--- src/rtl/dmem_port_arbiter.sv ---
// dmem_port_arbiter
//
// Shares the single data-memory port between the pipeline memory stage (core)
// and a secondary bus master (aux, e.g. DMA or debug). Each access is a
// multi-cycle transaction: a winner is picked in IDLE, its request is latched,
// and the memory request is held in BUSY_CORE / BUSY_AUX until dready_i or a
// timeout returns the FSM to IDLE.
//
// Handshakes:
//   core: core_rd_i/core_wr_i is a level request held while core_stall_o=1;
//         the access completes in the cycle core_stall_o falls.
//   aux:  aux_req_i is sampled in IDLE; aux_gnt_o pulses when it is captured,
//         aux_rvalid_o pulses one cycle after the memory access ends.
//   mem:  drd_o/dwr_o stay asserted with stable address/data until dready_i=1.
//
// Ports:
//   clk_i, reset_ni            clock, async active-low reset
//   core_*                     memory-stage request and stall/result
//   aux_*                      secondary master request/grant/result
//   daddr_o .. dwr_o           data-memory request
//   drdata_i, dready_i         data-memory response
//   state_o                    FSM state (0=IDLE, 1=BUSY_CORE, 2=BUSY_AUX)
module dmem_port_arbiter #(
  parameter int TIMEOUT    = 16,
  parameter int STARVE_MAX = 4
) (
  input  logic        clk_i,
  input  logic        reset_ni,
  input  logic        core_rd_i,
  input  logic        core_wr_i,
  input  logic [31:0] core_addr_i,
  input  logic [31:0] core_wdata_i,
  input  logic [1:0]  core_size_i,
  output logic        core_stall_o,
  output logic [31:0] core_rdata_o,
  output logic        core_err_o,
  input  logic        aux_req_i,
  input  logic        aux_we_i,
  input  logic [31:0] aux_addr_i,
  input  logic [31:0] aux_wdata_i,
  input  logic [1:0]  aux_size_i,
  output logic        aux_gnt_o,
  output logic        aux_rvalid_o,
  output logic [31:0] aux_rdata_o,
  output logic        aux_err_o,
  output logic [31:0] daddr_o,
  output logic [31:0] dwdata_o,
  output logic [1:0]  dsize_o,
  output logic        drd_o,
  output logic        dwr_o,
  input  logic [31:0] drdata_i,
  input  logic        dready_i,
  output logic [1:0]  state_o
);

  localparam int WCW = $clog2(TIMEOUT);
  localparam int SCW = $clog2(STARVE_MAX + 1);
  localparam logic [WCW-1:0] WAIT_LAST  = WCW'(TIMEOUT - 1);
  localparam logic [SCW-1:0] STARVE_LIM = SCW'(STARVE_MAX);

  typedef enum logic [1:0] {
    IDLE      = 2'd0,
    BUSY_CORE = 2'd1,
    BUSY_AUX  = 2'd2
  } state_t;

  state_t          state;
  logic [WCW-1:0]  wait_cnt;
  logic [SCW-1:0]  starve_cnt;
  logic [31:0]     req_addr;
  logic [31:0]     req_wdata;
  logic [1:0]      req_size;
  logic            req_we;
  logic            aux_rvalid_q;
  logic            aux_err_q;
  logic [31:0]     aux_rdata_q;

  logic core_req;
  logic busy;
  logic at_limit;
  logic finish;
  logic timed_out;
  logic core_win;
  logic aux_win;
  logic core_done;
  logic aux_done;

  assign core_req  = core_rd_i | core_wr_i;
  assign busy      = (state != IDLE);
  assign at_limit  = (wait_cnt == WAIT_LAST);
  // dready_i in the last allowed cycle still counts as a successful access.
  assign finish    = busy & (dready_i | at_limit);
  assign timed_out = busy & ~dready_i & at_limit;
  // Core has priority unless aux has already waited through STARVE_MAX core grants.
  assign core_win  = core_req & ~(aux_req_i & (starve_cnt == STARVE_LIM));
  assign aux_win   = aux_req_i & ~core_win;
  assign core_done = (state == BUSY_CORE) & finish;
  assign aux_done  = (state == BUSY_AUX) & finish;

  // Memory request is gated by the state so IDLE (and reset) drives all zeros.
  assign daddr_o  = busy ? req_addr  : '0;
  assign dwdata_o = busy ? req_wdata : '0;
  assign dsize_o  = busy ? req_size  : '0;
  assign drd_o    = busy & ~req_we;
  assign dwr_o    = busy & req_we;

  // A core request that was withdrawn mid-transaction gets no result.
  assign core_stall_o = core_req & ~core_done;
  assign core_rdata_o = (core_done & core_req & ~timed_out & ~req_we) ? drdata_i : '0;
  assign core_err_o   = core_done & core_req & timed_out;

  assign aux_gnt_o    = (state == IDLE) & aux_win;
  assign aux_rvalid_o = aux_rvalid_q;
  assign aux_err_o    = aux_err_q;
  assign aux_rdata_o  = aux_rdata_q;
  assign state_o      = state;

  always_ff @(posedge clk_i or negedge reset_ni) begin
    if (!reset_ni) begin
      state        <= IDLE;
      wait_cnt     <= '0;
      starve_cnt   <= '0;
      req_addr     <= '0;
      req_wdata    <= '0;
      req_size     <= '0;
      req_we       <= 1'b0;
      aux_rvalid_q <= 1'b0;
      aux_err_q    <= 1'b0;
      aux_rdata_q  <= '0;
    end else begin
      aux_rvalid_q <= aux_done;
      aux_err_q    <= aux_done & timed_out;
      if (aux_done) begin
        aux_rdata_q <= (timed_out | req_we) ? '0 : drdata_i;
      end

      case (state)
        IDLE: begin
          wait_cnt <= '0;
          if (core_win || aux_win) begin
            req_addr  <= core_win ? core_addr_i  : aux_addr_i;
            req_wdata <= core_win ? core_wdata_i : aux_wdata_i;
            req_size  <= core_win ? core_size_i  : aux_size_i;
            req_we    <= core_win ? core_wr_i    : aux_we_i;
            state     <= core_win ? BUSY_CORE    : BUSY_AUX;
          end
          if (core_win && aux_req_i) begin
            if (starve_cnt != STARVE_LIM) begin
              starve_cnt <= starve_cnt + SCW'(1);
            end
          end else if (aux_win || !aux_req_i) begin
            starve_cnt <= '0;
          end
        end
        BUSY_CORE, BUSY_AUX: begin
          if (finish) begin
            state <= IDLE;
          end else begin
            wait_cnt <= wait_cnt + WCW'(1);
          end
        end
        default: state <= IDLE;
      endcase
    end
  end

endmodule

--- config.mk ---
export PLATFORM = sky130hd
export DESIGN_NAME = dmem_port_arbiter
export DESIGN_NICKNAME = d
export VERILOG_FILES = /design/src/rtl/dmem_port_arbiter.sv
export SDC_FILE = /design/constraint.sdc
export NUM_CORES = 1
export LEC_CHECK = 0
export ABC_AREA = 1
export CAP_MARGIN = 15
export CORE_UTILIZATION = 45
export DETAILED_ROUTE_END_ITERATION = 12
export GPL_ROUTABILITY_DRIVEN = 0
export GPL_TIMING_DRIVEN = 0
export HOLD_SLACK_MARGIN = 0.02
export PLACE_DENSITY = 0.89
export SYNTH_ARGS = -nofsm -noshare
export SYNTH_HDL_FRONTEND = slang
export SYNTH_SLANG_ARGS = --single-unit
--- constraint.sdc ---
create_clock -name clk_i -period 4.1 [get_ports clk_i]
set_clock_uncertainty 0.15 [all_clocks]
set_input_delay 0.615 -clock clk_i [delete_from_list [all_inputs] [get_ports clk_i]]
set_output_delay 0.615 -clock clk_i [all_outputs]
set_load 0.005 [all_outputs]
==> impl_results.md <==
- Final setup vio count: 0
- Vias in the first global route: 6540
- Psw: 2.36 mW
- Clk root buf: clkbuf_16
- Netlist cell types: 25
- Layout cells sized above 1: 5.01%
- Pwr Total: 6.01 mW
- DRT Wirelength: 21.0 mm
- Area Overhead vs Synth: 57.5%
- Post-Synth XOR/XNOR Area: 0.275%
- Status: finished clean
- # DRC: 0
- Final nets: 1410
- Largest family of logic cells by synthesized area: simple AND/OR/NAND/NOR gates
- Port-buffer cells: 309
- Cell-internal power: 3.65 mW
- Comb power frac: 54.3%
- Pre-CTS WS: 0.546 ns
- Element type at the critical path end: output port
- Die W: 121 µm
- First DRT Iteration DRCs: 364
- Clock latency on the worst-skew pair: 0.35 ns
- Syn Inst Count: 912
- Core box area: 13800 µm²
- Fin cells: 1418
- CTS tree: built
- Setup CP Type: in2out
- Seq pwr share: 30.3%
- Ant. Diodes: 0
- Routed wire length per instance: 14.8 µm
- Clock buffer depth: 2
- Maximum vdd drop: 0.319 mV
- Antenna Nets Post-Route: 0
- Total grt overflow: 0
- Simple-gate share of the synthesized area: 39.2%
- Vias: 6993
- Adder-Cell Fraction of Synth Area: 1.18%
- Required time worst endpoint: 3.34 ns
- Flops & latches, synth: 110
- Initial Utilization: 46.0%
- Cells after DPL: 1402
- Die Y-Extent: 121 µm
- Clock network power share: 15.5%
- Sw frac: 39.2%
- Hold-fix buffers, CTS: 0
- HP Class: in2async
- Pleak: 4.94 nW
- Crit path arrival time: 2.80 ns
- Largest net degree at the start of global routing: 63
- Vias/cell: 4.93
- Pins Over Slew Limit: 0
- Max cap viols: 0
- Synth Area in Compound Gates: 2.85%
- Yosys Warn Count: 0
- Critical path launch point type: input port
- Global-route usage over all layers: 28.7%
- Fin Setup TNS: 0 ns
- Worst-path fanout max: 10
- Number of CTS-inserted buffers: 9
- Clock sink count: 110
- Syn_nets: 1089
- FP Rows: 43
- Clk slew on worst S/H paths: 0.07 ns
- DRT Pass-1 Iters: 6
- Fin crit share: 87.0%
- F_max: 0.280 GHz
- Slew @ Worst Pin: 0.669 ns
- Dpl hpwl: 16.5 mm
- Sequential fraction of the synthesis area: 43.2%
- Synthesized cell area: 6360 µm²
- RSZ-0062 raised after global routing: false
- Mean Syn Cell Area: 6.98 µm²
- Final WS setup: 0.535 ns
- Final hold violation count: 0
- First-pass GRT wire length: 32.4 mm
- Rel. slew slack: 55.4%
- Initial antenna violation count: 0
- Mux cell area share after synthesis: 0%
- CTS-repair resized insts: 0
- Die footprint: 14600 µm²
- Filler cells: 1088
- Pwr/cell area: 600 nW/µm²
- H-tree Lvls: 3
- Io pins: 310
- Setup repair bufs after CTS: 0
- Minimum clock period: 3.57 ns
[cells in the mapped netlist, drive strengths merged]
library cell	number	area [µm²]
clkbuf	22	82.6
buf	37	204
o22ai	1	6.26
nand2	262	993
inv	148	556
ha	6	75.1
nand3b	66	495
a21oi	1	5.00
o21ai	34	170
nand4	2	18.8
nor2	110	423
xor2	2	17.5
nand3	111	566
dfrtp	110	2750
[power by group through the flow]
stage                     clock network, mW  registers [mW]  logic [mW]
after floorplan                           0            1.78        1.64
after detailed placement                  0            1.83        3.27
after global placement                    0            1.81        3.21
after CTS                             0.947            1.82        3.29
final                                 0.931            1.82        3.26
after global routing                  0.992            1.87        3.62
[sequential cells by signal, indices dropped and copies added, names as in the netlist]
register,flops
aux_err_o,1
aux_rdata_o,32
aux_rvalid_o,1
req_addr,32
req_size,2
req_wdata,32
req_we,1
starve_cnt,3
state_o,2
wait_cnt,4
[cells by family (layout without fill, tap and decap cells)]
group / after synthesis / after routing
compound gates: 36 / 36
xor+xnor: 2 / 2
fa+ha+maj: 6 / 6
buf+inv: 207 / 533
flops: 110 / 110
simple gates: 551 / 551
[cell type report]
type                       count  area, µm²  area share, %
buffer                        59        287           2.86
clock buffer                  10        229           2.28
clock inverter                 6       86.3          0.861
inverter                     148        556           5.54
multi-input combinational    595       2770           27.6
sequential                   110       2750           27.5
tap                          180        225           2.25
timing repair buffer         310       3120           31.1
[placed cells by master, fill, tap and decap left out, drive strengths merged, types with 2 or more instances in the layout]
cell / count
nor2: 110
clkbuf: 32
xor2: 2
dfrtp: 110
o21ai: 34
nand3b: 66
nand3: 111
buf: 39
clkinv: 3
nand2: 262
nand4: 2
ha: 6
bufinv: 2
clkdlybuf4s50: 308
inv: 148
[metrics by stage]
step                      utilization (%)  cell area, µm²  hold WS [ns]
after floorplan                         -            6360         0.169
after global placement               70.0            9680         0.312
after detailed placement             70.2            9710         0.315
after CTS                            72.5           10000         0.163
after global routing                 72.5           10000         0.190
final                                72.5           10000         0.137
[critical path, cell delays in order]
cell and delay (ns):
clkdlybuf4s50_1 0.63, nand3_2 0.21, nand2_1 0.33, buf_2 0.32, nand2_1 0.08, nor2_1 0.09
clkdlybuf4s50_1 0.53
[final timing paths]
check	cells after the start	slack, ns	from	end
max in group asynchronous	2	2.92	reset_ni	req_wdata[13]$_DFFE_PN0P_
max	7	0.53	aux_req_i	aux_gnt_o
min in group clk_i	2	0.33	req_wdata[8]$_DFFE_PN0P_	req_wdata[8]$_DFFE_PN0P_
max reg2reg	7	2.13	state_o[0]$_DFFE_PN0P_	req_addr[26]$_DFFE_PN0P_
min	1	0.14	reset_ni	aux_rdata_o[19]$_DFFE_PN0P_
min reg2reg	2	0.33	req_wdata[8]$_DFFE_PN0P_	req_wdata[8]$_DFFE_PN0P_
[layer usage]
layer / wire [µm] / global-route usage, % / vias up
met5: 0 / 0 / -
met4: 702 / 12.1 / 0
met3: 1770 / 7.71 / 45
met2: 10700 / 51.7 / 309
met1: 7790 / 31.8 / 3220
li1: - / - / 3419
Power figures use the tool's default switching activity.
